`config.mk`:
```
export PLATFORM = sky130hd
export DESIGN_NAME = bias_ctrl
export DESIGN_NICKNAME = d
export VERILOG_FILES = /design/src/rtl/bias_ctrl.sv
export SDC_FILE = /design/constraint.sdc
export NUM_CORES = 1
export LEC_CHECK = 0
export BUFFER_PORTS_ARGS = -buffer_cell sky130_fd_sc_hd__buf_2
export CAP_MARGIN = 20
export CORE_MARGIN = 4
export CORE_UTILIZATION = 35
export CTS_BUF_LIST = sky130_fd_sc_hd__clkbuf_2
export DETAILED_ROUTE_END_ITERATION = 6
export PLACE_DENSITY = 0.65
export RECOVER_POWER = 50
export SLEW_MARGIN = 15
export SYNTH_ARGS = -nofsm -noshare
export SYNTH_HDL_FRONTEND = slang
export SYNTH_SLANG_ARGS = --single-unit
```
`constraint.sdc`:
```
create_clock -name clk -period 5 [get_ports clk]
set_input_delay 0.75 -clock clk [delete_from_list [all_inputs] [get_ports clk]]
set_output_delay 0.75 -clock clk [all_outputs]
set_load 0.1 [all_outputs]
```
`src/rtl/bias_ctrl.sv`:
```
// Bias fetch sequencer: reads one bias word per output channel from bias memory
// and hands it to the bias adder's register, advancing on the datapath's next pulse.
module bias_ctrl #(
   parameter int DWIDTH = 16,
   parameter int AWIDTH = 10,
   parameter int RDLAT  = 1
) (
   input  logic                     clk,
   input  logic                     xrst,
   input  logic                     start,
   input  logic        [AWIDTH-1:0] base_addr,
   input  logic        [AWIDTH-1:0] num_out,
   input  logic                     next,
   output logic                     mem_re,
   output logic        [AWIDTH-1:0] mem_addr,
   input  logic signed [DWIDTH-1:0] mem_rdata,
   output logic                     breg_we,
   output logic signed [DWIDTH-1:0] read_bias,
   output logic                     busy,
   output logic                     done
);

   localparam int CW = (RDLAT > 1) ? $clog2(RDLAT) : 1;

   typedef enum logic [2:0] {S_IDLE, S_FETCH, S_WAIT, S_HOLD, S_DONE} state_t;

   state_t                     state_q, state_d;
   logic        [AWIDTH-1:0]   idx_q, idx_d;
   logic        [AWIDTH-1:0]   base_q, base_d;
   logic        [AWIDTH-1:0]   num_q, num_d;
   logic        [CW-1:0]       wcnt_q, wcnt_d;
   logic signed [DWIDTH-1:0]   rbias_q, rbias_d;
   logic                       bwe_q, bwe_d;

   always_ff @(posedge clk or negedge xrst) begin
      if (!xrst) begin
         state_q <= S_IDLE;
         idx_q   <= '0;
         base_q  <= '0;
         num_q   <= '0;
         wcnt_q  <= '0;
         rbias_q <= '0;
         bwe_q   <= 1'b0;
      end else begin
         state_q <= state_d;
         idx_q   <= idx_d;
         base_q  <= base_d;
         num_q   <= num_d;
         wcnt_q  <= wcnt_d;
         rbias_q <= rbias_d;
         bwe_q   <= bwe_d;
      end
   end

   always_comb begin
      state_d  = state_q;
      idx_d    = idx_q;
      base_d   = base_q;
      num_d    = num_q;
      wcnt_d   = wcnt_q;
      rbias_d  = rbias_q;
      bwe_d    = 1'b0;
      mem_re   = 1'b0;
      mem_addr = '0;
      done     = 1'b0;
      case (state_q)
         S_IDLE: begin
            if (start) begin
               if (num_out != '0) begin
                  base_d  = base_addr;
                  num_d   = num_out;
                  idx_d   = '0;
                  state_d = S_FETCH;
               end else begin
                  state_d = S_DONE;
               end
            end
         end
         S_FETCH: begin
            mem_re   = 1'b1;
            mem_addr = base_q + idx_q;
            wcnt_d   = '0;
            state_d  = S_WAIT;
         end
         S_WAIT: begin
            // Read data is valid only on the last wait cycle; register it then.
            if (wcnt_q == CW'(RDLAT - 1)) begin
               rbias_d = mem_rdata;
               bwe_d   = 1'b1;
               state_d = S_HOLD;
            end else begin
               wcnt_d = wcnt_q + CW'(1);
            end
         end
         S_HOLD: begin
            if (next) begin
               if (idx_q == num_q - AWIDTH'(1)) begin
                  state_d = S_DONE;
               end else begin
                  idx_d   = idx_q + AWIDTH'(1);
                  state_d = S_FETCH;
               end
            end
         end
         S_DONE: begin
            done    = 1'b1;
            state_d = S_IDLE;
         end
         default: state_d = S_IDLE;
      endcase
   end

   assign busy      = (state_q != S_IDLE);
   assign breg_we   = bwe_q;
   assign read_bias = rbias_q;

endmodule

```
==> results of run 1 <==
critical path, delay by kind of cell (launching register included):
family	cells	cell delay, ps
compound gates	4	860
simple gates	2	180
flops	1	530
xor+xnor	1	110
fa+ha+maj	2	670
buf+inv	1	430
Yosys cell counts (4+ instances only):
cell,instances
nand2_1,65
dfrtp_1,50
mux2_2,16
nor2_1,15
ha_1,11
clkbuf_1,9
a21oi_1,8
nand3_1,8
nor3_1,8
xnor2_1,8
xor2_1,8
o21ai_0,7
inv_1,6
nor2b_1,5
o31ai_1,5
o211ai_1,4
layout make-up:
class,instances,area (um2)
Multi-Input combinational cell,230,1510
Sequential cell,50,1251
Tap cell,102,127.6
Clock buffer,5,25.02
Clock inverter,3,40.04
Fill cell,799,4482
Inverter,6,22.52
Timing Repair Buffer,70,349.1
stage by stage:
step	instance area [um2]	hold slack, ps
final	3326	499.6
after global routing	3326	447.8
after CTS	3341	372.8
after detailed placement	3276	478.4
after global placement	3269	471.3
after floorplan	2838	449.7
worst max-delay path by stage:
| stage | to | cells past startpoint | slack, ps |
|---|---|---|---|
| finish | mem_addr[8] | 10 | 1060 |
| global placement | mem_addr[8] | 10 | 1580 |
| floorplan | mem_addr[4] | 6 | 720 |
| detailed placement | mem_addr[8] | 10 | 1540 |
| CTS | mem_addr[8] | 10 | 990 |
| global route | mem_addr[8] | 10 | 740 |
registers in the layout, summed over array words and instances (netlist names):
name / count
idx_q: 10
breg_we: 1
state_q: 3
read_bias: 16
base_q: 10
num_q: 10
routing by layer:
layer	vias up	track usage, %	part of all wire [%]
li1	1183	-	-
met1	1127	18.97	47
met2	67	20.89	46
met3	7	3.643	6.7
met4	0	2.875	0.79
met5	-	0	0
cells by family after synthesis:
| group | Yosys count | synth area share [%] |
|---|---|---|
| DFF | 50 | 44.09 |
| xor gates and xnor gates | 16 | 4.938 |
| and+or+nand+nor | 136 | 23.59 |
| adders and majority gates | 12 | 5.556 |
| muxes | 16 | 6.349 |
| buffers and inverters | 18 | 2.689 |
| AOI/OAI and AO/OA | 50 | 12.79 |
==> reports/metrics.yaml, run 1 <==
setup_path:
  cp-end-kind: "output port"
  rr_worst_depth: 3
  cp.required_ps: 4250
  start_kind: "flip-flop"
  cp_slowest_stage_delay_ps: 530
  r2r_setup_slack_ps: 2110
  path_cells: "ha_1 -> fa_1 -> a21o_1 -> a21oi_1 -> nor2b_1 -> o21a_1 -> o41ai_1 -> xor2_1 -> nor2_1 -> buf_2"
  slowest_stage: "dfrtp_1"
  crit_arrival_ps: 3190
  criticalPathCategory: "flip-flop to output port"
  worstReg2RegEnd: "state_q[0]"
  setup.worst_path.start: "idx_q[0]"
  critPathMaxFanout: 9
  rr_startpoint: "state_q[2]"
floorplanning:
  start_util_pct: 36.35
  rows: 32
  die_area_um2: 9613
  die_h_um: 98.05
  die_x_um: 98.05
  core_um2: 7807
  ioPinCount: 70
finish:
  final_cells: 466
  mostFrequentLayoutCell: "buf_2"
  fin_util_pct: 42.60
  drive_gt1_share_pct: 28.85
  diodes: 0
  syn2layout_area_growth_pct: 17.20
  nNetsFinal: 415
  final_cell_mix: "buf_2 (69), nand2_1 (65), dfrtp_1 (50)"
global_route:
  grt_pass1_vias: 2304
  antenna_found_initial: 0
  grt_max_degree: 51
  grt_use_total_pct: 13.48
  gr-total-overflow: 0
  grt_pass1_wl_um: 10830
min_path:
  holdPathEnd: "base_q[1]"
  hold_class: "input port to flip-flop"
  holdPathStages: 3
  min_from: "base_addr[1]"
sta:
  finalHoldViolCount: 0
  max_slew.worst_pin.slew_ps: 2646
  period_needed_ps: 3942
  fin_ws_ps: 1058
  fin_crit_sh_pct: 78.85
  fmaxAchievable_ghz: 0.2537
  setup_viol: 0
  slew_viol_final: 70
  timing.setup.tns_ps: 0
  relSlewSlack_pct: -76.42
  grt_setup_unrepaired: "false"
  skew_ps: 19.61
yosys:
  async_flop_share_pct: 100.0
  syn_inst: 298
  seq_area_frac_synth_pct: 44.09
  ys.flop_type: "dfrtp_1"
  ys_warn_count: 0
  synth_edf_count: 0
  syn_area_um2: 2838
  yosys.area.top_type: "dfrtp_1"
  avgSynthCellArea_um2: 9.523
  synth_top_area_share_pct: 44.09
  synth_cell_types: 58
  synth_area_leaders: "dfrtp_1 (44%), nand2_1 (8.6%), mux2_2 (6.3%)"
  ys_ff_latch: 50
  syn_nets: 350
detailed_routing:
  drt_iter0_drc: 134
  viasPerCell: 5.116
  wl_per_cell_um: 13.83
  final_antenna_net_count: 0
  dr.pass1.iters: 4
  vias: 2384
  drc_errors: 0
  finalWirelength_um: 6444
clock_tree:
  cts_resized: 0
  clk-insertion-delay-late_ps: 420
  postCtsSetupRepairBufs: 0
  cts_tree: "built"
  cts_root_buffer: "clkbuf_2"
  cts_buffer_depth: 2
  cts.clk_slew.worst_paths_ps: 240
  htree_num_levels: 2
  cts_hold_buf: 0
  cts-buffers-inserted: 5
  cts_sinks: 50
flow_run:
  cap_violations: 2
placed_design:
  hpwl_um: 4784
  dp_cells: 458
  gp_congestion: 0.8032
  port_buffers: 69
  place_ws_ps: 1538
outcome:
  outcome: "finished with violations"
  violations: "max-capacitance violations, max-slew violations"
Power of run 1 is left out: the tool's default activity adds up to more than one toggle a clock period on the data nets, which glitch-free logic cannot reach.
==> run 2: changes to the inputs <==
--- a/config.mk
+++ b/config.mk
@@ -5,6 +5,7 @@
 export SDC_FILE = /design/constraint.sdc
 export NUM_CORES = 1
 export LEC_CHECK = 0
+export ABC_AREA = 1
 export BUFFER_PORTS_ARGS = -buffer_cell sky130_fd_sc_hd__buf_2
 export CAP_MARGIN = 20
 export CORE_MARGIN = 4
==> constraint.sdc (replaced) <==
create_clock -name clk -period 3.8 [get_ports clk]
set_input_delay 0.57 -clock clk [delete_from_list [all_inputs] [get_ports clk]]
set_output_delay 0.57 -clock clk [all_outputs]
set_load 0.1 [all_outputs]
==> run 2 against run 1 <==
  * The flow still finishes with violations (max-capacitance violations, max-slew violations)
  * Register-to-register slack got worse by 750 ps
  * Routed wire length grew 20%
  * Critical path depth rose by 2
  * Non-clock buffer count is 1 higher
  * Clock skew decreased by 4.1 ps
  * Die area rose by 10%
  * Setup slack got worse by 720 ps
  * Sequential cell count did not move
  * Core utilization decreased by 0.40 points
  * First-iteration DRC count shrank 4.5%
  * Area after synthesis up 11%
  * Sequential share of layout area shrank 3.6 points
  * Critical path type unchanged
  * Critical endpoint is now mem_addr[6]
  * Largest cell class unchanged
==> reports/metrics.yaml, run 2 <==
outcome:
  outcome: "finished with violations"
  violations: "max-capacitance violations, max-slew violations"
yosys:
  synth_top_family_by_area: "simple AND/OR/NAND/NOR gates"
  synth_mux_area_share_pct: 0  # -6.3 points
  synth_area_leaders: "dfrtp_1 (40%), nand2_1 (20%), nor2_1 (5.6%)"
  synth-simple-area-share_pct: 38.75  # +15 points
  synthAdderAreaFrac_pct: 5.008  # -0.55 points
  syn_area_um2: 3148  # +11%
  ys.flop_type: "dfrtp_1"
  async_flop_share_pct: 100.0  # unchanged
  ys_ff_latch: 50  # unchanged
  synth_top_area_share_pct: 39.75  # -4.3 points
  synth_cell_types: 33  # -43%
  synth_compound_gate_area_share_pct: 6.399  # -6.4 points
  syn_nets: 499  # +43%
  yosys.area.top_type: "dfrtp_1"
  syn_inst: 447  # +50%
  synth-xor-area-share_pct: 2.782  # -2.2 points
  synth_edf_count: 0  # unchanged
  avgSynthCellArea_um2: 7.043  # -26%
  synth_common_cells: "nand2_1 (171), dfrtp_1 (50), nor2_1 (47), inv_1 (41), nand3_1 (29)"
  ys_warn_count: 0  # unchanged
  seq_area_frac_synth_pct: 39.75  # -4.3 points
  yosysMostFrequentCell: "nand2_1"
power_and_ir_drop:
  power_density_nw_per_um2: 917.9
  power_leakage_nw: 1.994
  peakVddDrop_mv: 0.6097
placed_design:
  port_buffers: 69  # unchanged
  place_ws_ps: 760.7  # -777.0 ps
  hpwl_um: 6087  # +27%
  gp_congestion: 0.9137  # +14%
global_route:
  antenna_found_initial: 0  # unchanged
  grt_pass1_vias: 2852  # +24%
  met2_usage_pct: 25.92  # +5.0 points
  grt_pass1_wl_um: 13300  # +23%
  gr-total-overflow: 0  # unchanged
  grt_use_total_pct: 15.73  # +2.2 points
  grt_max_degree: 32  # -37%
  use_met3_pct: 3.248  # -0.40 points
  met1_usage_pct: 21.18  # +2.2 points
  grt_busiest_layer: "met2"
floorplanning:
  core_um2: 8721  # +12%
  die_h_um: 102.8  # +4.9%
  die_x_um: 102.8  # +4.9%
  start_util_pct: 36.10  # -0.25 points
  ioPinCount: 70  # unchanged
  rows: 34  # +6.3%
  die_area_um2: 10580  # +10%
detailed_routing:
  wl_per_cell_um: 12.43  # -10%
  drc_errors: 0  # unchanged
  drt_iter0_drc: 128  # -4.5%
  viasPerCell: 4.744  # -7.3%
  finalWirelength_um: 7756  # +20%
  final_antenna_net_count: 0  # unchanged
  vias: 2960  # +24%
  dr.pass1.iters: 4  # unchanged
setup_path:
  cp_slowest_stage_delay_ps: 520  # about the same
  criticalPathCategory: "flip-flop to output port"
  path_cells: "ha_1 -> fa_1 -> nand2_1 -> nand2_1 -> a21oi_1 -> inv_1 -> nand2_1 -> nand2_1 -> a21oi_1 -> o21ai_0 -> a21oi_2 -> clkbuf_4"
  start_kind: "flip-flop"
  cpMostUsedCell: "nand2_1"
  critical_path_buf_inv_count: 2  # +1
  cp-end-kind: "output port"
  cp_top_family: "adder cells"
  slowest_stage: "dfrtp_1"
  critPathMaxFanout: 8  # -1
  crit_arrival_ps: 2890  # -300 ps
  r2r_setup_slack_ps: 1360  # -750 ps
  rr_startpoint: "num_q[0]"
  worstReg2RegEnd: "idx_q[4]"
  cp.required_ps: 3230  # -1020 ps
  rr_worst_depth: 12  # +9
finish:
  mostFrequentLayoutCell: "nand2_1"
  drive_gt1_share_pct: 19.57  # -9.3 points
  nNetsFinal: 567  # +37%
  largest_reg_flops: 16  # unchanged
  n_fill_cell: 898  # +12%
  diodes: 0  # unchanged
  final_cell_mix: "nand2_1 (171), buf_2 (67), dfrtp_1 (50)"
  syn2layout_area_growth_pct: 16.89
sta:
  holdWs_ps: 310.4  # -189.3 ps
  fmaxAchievable_ghz: 0.2887
  slew_viol_final: 32  # -54%
  grt_setup_unrepaired: "false"
  skew_ps: 15.50  # -4.111 ps
  setup_viol: 0  # unchanged
  fin_ws_ps: 336.4  # -721.3 ps
  relSlewSlack_pct: -13.48  # +63 points
  max_slew.worst_pin.slew_ps: 1702  # -944.1 ps
  fin_crit_sh_pct: 91.15
  finalHoldViolCount: 0  # unchanged
  timing.setup.tns_ps: 0  # unchanged
  period_needed_ps: 3464
clock_tree:
  cts_root_buffer: "clkbuf_2"
  htree_num_levels: 2  # unchanged
  cts-buffers-inserted: 5  # unchanged
  cts_tree: "built"
  cts_buffer_depth: 2  # unchanged
  clk-insertion-delay-late_ps: 430  # about the same
  cts.clk_slew.worst_paths_ps: 260  # +20 ps
  postCtsSetupRepairBufs: 0  # unchanged
  cts_sinks: 50  # unchanged
min_path:
  holdPathEnd: "read_bias[12]"
  holdPathStages: 3  # unchanged
  min_from: "mem_rdata[12]"
  hold_class: "input port to flip-flop"
flow_run:
  cap_violations: 1  # -1
[run 2: cell types whose count changed in the layout (fill, tap and decap cells not counted), sizes merged, moves of 6 or more]
| cell | change |
|---|---|
| nand2 | +106 |
| inv | +41 |
| nor2 | +35 |
| nand3 | +22 |
| mux2 | -16 |
| a21oi | +14 |
| nand4 | +13 |
| xnor2 | -6 |
[run 2: kinds of logic after synthesis]
logic type      Yosys count
xor+xnor                 10
buf+inv                  57
flops                    50
simple gates            282
compound gates           36
fa+ha+maj                12
[run 2: power by group]
part / total [W] / switching, W / internal [W]
registers: 0.000909 / 0.000171 / 0.000738
logic: 0.00218 / 0.00174 / 0.000438
clock network: 0.000289 / 0.000176 / 0.000114
total: 0.00338 / 0.00209 / 0.00129
[run 2: layer usage]
metal	part of all wire [%]	routed length, um
met1	46	3577
met2	48	3709
met3	4.8	373
met4	1.2	95
met5	0	0
[run 2: how the worst max path moves through the flow]
stage          slack [ps]       start          end  depth (start not counted)
5_1_grt                30    idx_q[0]  mem_addr[6]                         12
3_3_place_gp          800    idx_q[0]  mem_addr[6]                         12
2_1_floorplan         310  state_q[2]  mem_addr[7]                          3
6_report              340    idx_q[0]  mem_addr[6]                         12
4_1_cts               220    idx_q[0]  mem_addr[6]                         12
3_5_place_dp          760    idx_q[0]  mem_addr[6]                         12
[run 2: what timing repair did]
action                     CTS  global route
gates resized for setup      0             1
setup endpoints to repair    0             1
hold buffers                 0             0
[run 2: cell type report]
type                            count  area, um2  share of cell area (%)
Clock buffer                        6      30.03                  0.8160
Clock inverter                      2      37.54                   1.020
Inverter                           47      176.4                   4.794
Multi-Input combinational cell    340       1695                   46.07
Sequential cell                    50       1251                   34.00
Tap cell                          108      135.1                   3.672
Timing Repair Buffer               71      354.1                   9.623
[run 2: per-stage QoR]
| step | cell area (um2) | power [W] | utilization [%] | cells |
|---|---|---|---|---|
| after floorplan | 3182 | 0.002703 | - | 447 |
| after global placement | 3623 | 0.003091 | 41.55 | 616 |
| after detailed placement | 3623 | 0.003119 | 41.55 | 616 |
| after CTS | 3691 | 0.003412 | 42.32 | 624 |
| after global routing | 3680 | 0.003634 | 42.20 | 624 |
| final | 3680 | 0.003378 | 42.20 | 624 |
[run 2: tightest hold or removal path, cell delays in order]
cell and delay, ps:
buf_2 70, nand2_1 40, nand2_1 50
Note: power is estimated with default switching activity, not from simulation.
==> run 3: changes to the inputs <==
--- a/config.mk
+++ b/config.mk
@@ -14,6 +14,7 @@
 export DETAILED_ROUTE_END_ITERATION = 6
 export PLACE_DENSITY = 0.65
 export RECOVER_POWER = 50
+export REMOVE_ABC_BUFFERS = 1
 export SLEW_MARGIN = 15
 export SYNTH_ARGS = -nofsm -noshare
 export SYNTH_HDL_FRONTEND = slang
==> run 3 against run 2 <==
  * Routed wire length increased by 0.37%
  * Largest cell class unchanged
  * Total power is 1.5% lower
  * Largest power group unchanged
  * Final cell count up 0.32%
  * Clock-buffer cell count fell by 1
  * Sequential cell count is the same
  * The flow still finishes with violations (max-capacitance violations, max-slew violations)
  * Maximum frequency is 0.46% lower
  * Combinational power is essentially flat
  * Setup slack lost 16 ps
  * Highest routed layer unchanged
  * Critical path depth unchanged
  * Global-route usage shrank 0.36 points
==> reports/metrics.yaml, run 3 (synthesized netlist as in run 2, its figures left out) <==
min_path:
  holdPathStages: 3  # unchanged
  min_from: "mem_rdata[3]"
  holdPathEnd: "read_bias[3]"
  hold_class: "input port to flip-flop"
detailed_routing:
  final_antenna_net_count: 0  # unchanged
  finalWirelength_um: 7785  # +0.37%
  vias: 3032  # +2.4%
  wl_per_cell_um: 12.44  # about the same
  viasPerCell: 4.843  # +2.1%
  drc_errors: 0  # unchanged
  drt_iter0_drc: 169  # +32%
  dr.pass1.iters: 5  # +1
finish:
  syn2layout_area_growth_pct: 16.02
  largest_reg_flops: 16  # unchanged
  nNetsFinal: 569  # +0.35%
  diodes: 0  # unchanged
  mostFrequentLayoutCell: "nand2_1"
  final_cell_mix: "nand2_1 (171), buf_2 (68), dfrtp_1 (50)"
  drive_gt1_share_pct: 18.73  # -0.85 points
  n_fill_cell: 897  # -0.11%
sta:
  grt_setup_unrepaired: "false"
  max_slew.worst_pin.slew_ps: 1815  # +113.0 ps
  fmaxAchievable_ghz: 0.2874  # -0.46%
  setup_viol: 0  # unchanged
  skew_ps: 32.37  # +16.87 ps
  relSlewSlack_pct: -21.01  # -7.5 points
  holdWs_ps: 270.5  # -39.86 ps
  finalHoldViolCount: 0  # unchanged
  period_needed_ps: 3479  # +15.86 ps
  slew_viol_final: 35  # +9.4%
  fin_crit_sh_pct: 91.57  # +0.42 points
setup_path:
  start_kind: "flip-flop"
  cp.required_ps: 3230  # about the same
  cpMostUsedCell: "nand2_1"
  cp_slowest_stage_delay_ps: 520  # about the same
  rr_startpoint: "num_q[0]"
  rr_worst_depth: 12  # unchanged
  worstReg2RegEnd: "idx_q[9]"
  path_cells: "ha_1 -> fa_1 -> nand2_1 -> nand2_1 -> a21oi_1 -> inv_1 -> nand2_1 -> nand2_1 -> a21oi_1 -> o21ai_0 -> a21oi_1 -> buf_2"
  crit_arrival_ps: 2910  # +20 ps
  criticalPathCategory: "flip-flop to output port"
  slowest_stage: "dfrtp_1"
  critPathMaxFanout: 8  # unchanged
  cp-end-kind: "output port"
  r2r_setup_slack_ps: 1330  # -30 ps
placed_design:
  port_buffers: 69  # unchanged
  gp_congestion: 0.8576  # -6.1%
  hpwl_um: 6025  # -1.0%
outcome:
  violations: "max-capacitance violations, max-slew violations"
  outcome: "finished with violations"
global_route:
  gr-total-overflow: 0  # unchanged
  grt_max_degree: 35  # +9.4%
  antenna_found_initial: 0  # unchanged
  grt_use_total_pct: 15.36  # -0.36 points
  grt_pass1_vias: 2821  # -1.1%
  grt_pass1_wl_um: 13020  # -2.1%
floorplanning:
  die_x_um: 102.8  # unchanged
  rows: 34  # unchanged
  die_area_um2: 10580  # unchanged
  ioPinCount: 70  # unchanged
  start_util_pct: 36.10  # unchanged
  die_h_um: 102.8  # unchanged
  core_um2: 8721  # unchanged
clock_tree:
  postCtsSetupRepairBufs: 0  # unchanged
  cts-buffers-inserted: 5  # unchanged
  cts_buffer_depth: 2  # unchanged
  htree_num_levels: 2  # unchanged
  cts_sinks: 50  # unchanged
  cts_root_buffer: "clkbuf_2"
  cts_hold_buf: 0  # unchanged
  clk-insertion-delay-late_ps: 460  # +30 ps
  cts_resized: 0  # unchanged
  cts.clk_slew.worst_paths_ps: 300  # +40 ps
  cts_tree: "built"
power_and_ir_drop:
  power_leakage_nw: 2.006  # +0.58%
  power_density_nw_per_um2: 911.3  # -0.73%
  peakVddDrop_mv: 0.7548  # +24%
  p_total_w: 0.003328  # -1.5%
flow_run:
  cap_violations: 1  # unchanged
-- run 3: cell count changes in the layout (fill, tap and decap cells not counted), sizes merged --
cell      before  now
buf           67   71
clkbuf        10    7
clkinvlp       1    0
clkinv         0    1
inv           47   49
bufinv         1    0
-- run 3: worst max-delay path by stage --
| stage | to | from |
|---|---|---|
| global route | mem_addr[6] | idx_q[0] |
| finish | mem_addr[6] | idx_q[0] |
| CTS | mem_addr[6] | idx_q[0] |
| floorplan | mem_addr[2] | state_q[2] |
| global placement | mem_addr[6] | idx_q[0] |
| detailed placement | mem_addr[6] | idx_q[0] |
-- run 3: critical path: cells and delay by family, from the launching register on --
family | cells | cell delay [ps]
buf+inv | 2 | 530
compound gates | 4 | 480
flops | 1 | 520
fa+ha+maj | 2 | 710
simple gates | 4 | 240
-- run 3: power breakdown --
group	total (W)	switching [W]	leakage [nW]	internal (W)
Clock	0.000249	0.000195	0.0355	0.0000548
Combinational	0.00218	0.00174	1.35	0.000444
Sequential	0.000899	0.000162	0.622	0.000738
Total	0.00333	0.00209	2.01	0.00124
-- run 3: through the flow --
stage | std cells | setup TNS [ps] | cell area, um2 | util, % | setup WS, ps
after floorplan | 437 | -14090 | 3094 | - | -1504
after global routing | 626 | 0 | 3652 | 41.88 | 128.4
after global placement | 617 | 0 | 3597 | 41.25 | 908.1
final | 626 | 0 | 3652 | 41.88 | 320.5
after detailed placement | 618 | 0 | 3608 | 41.38 | 848.9
after CTS | 626 | 0 | 3662 | 41.99 | 307.8
-- run 3: layout make-up --
cell class                 count  area [um2]  area share [%]
timing repair buffer          73       374.1           10.24
clock inverter                 3       28.78          0.7879
clock buffer                   5       25.02          0.6852
multi-input combinational    340        1662           45.49
tap                          108       135.1           3.700
sequential                    50        1251           34.26
inverter                      47       176.4           4.830
-- run 3: per-layer routing --
layer	global-route usage [%]	vias up	share of wire [%]
met2	25.72	70	47
met1	20.33	1397	46
met3	3.518	8	5.7
met4	3.486	0	1.1
met5	0	-	0
li1	-	1557	-
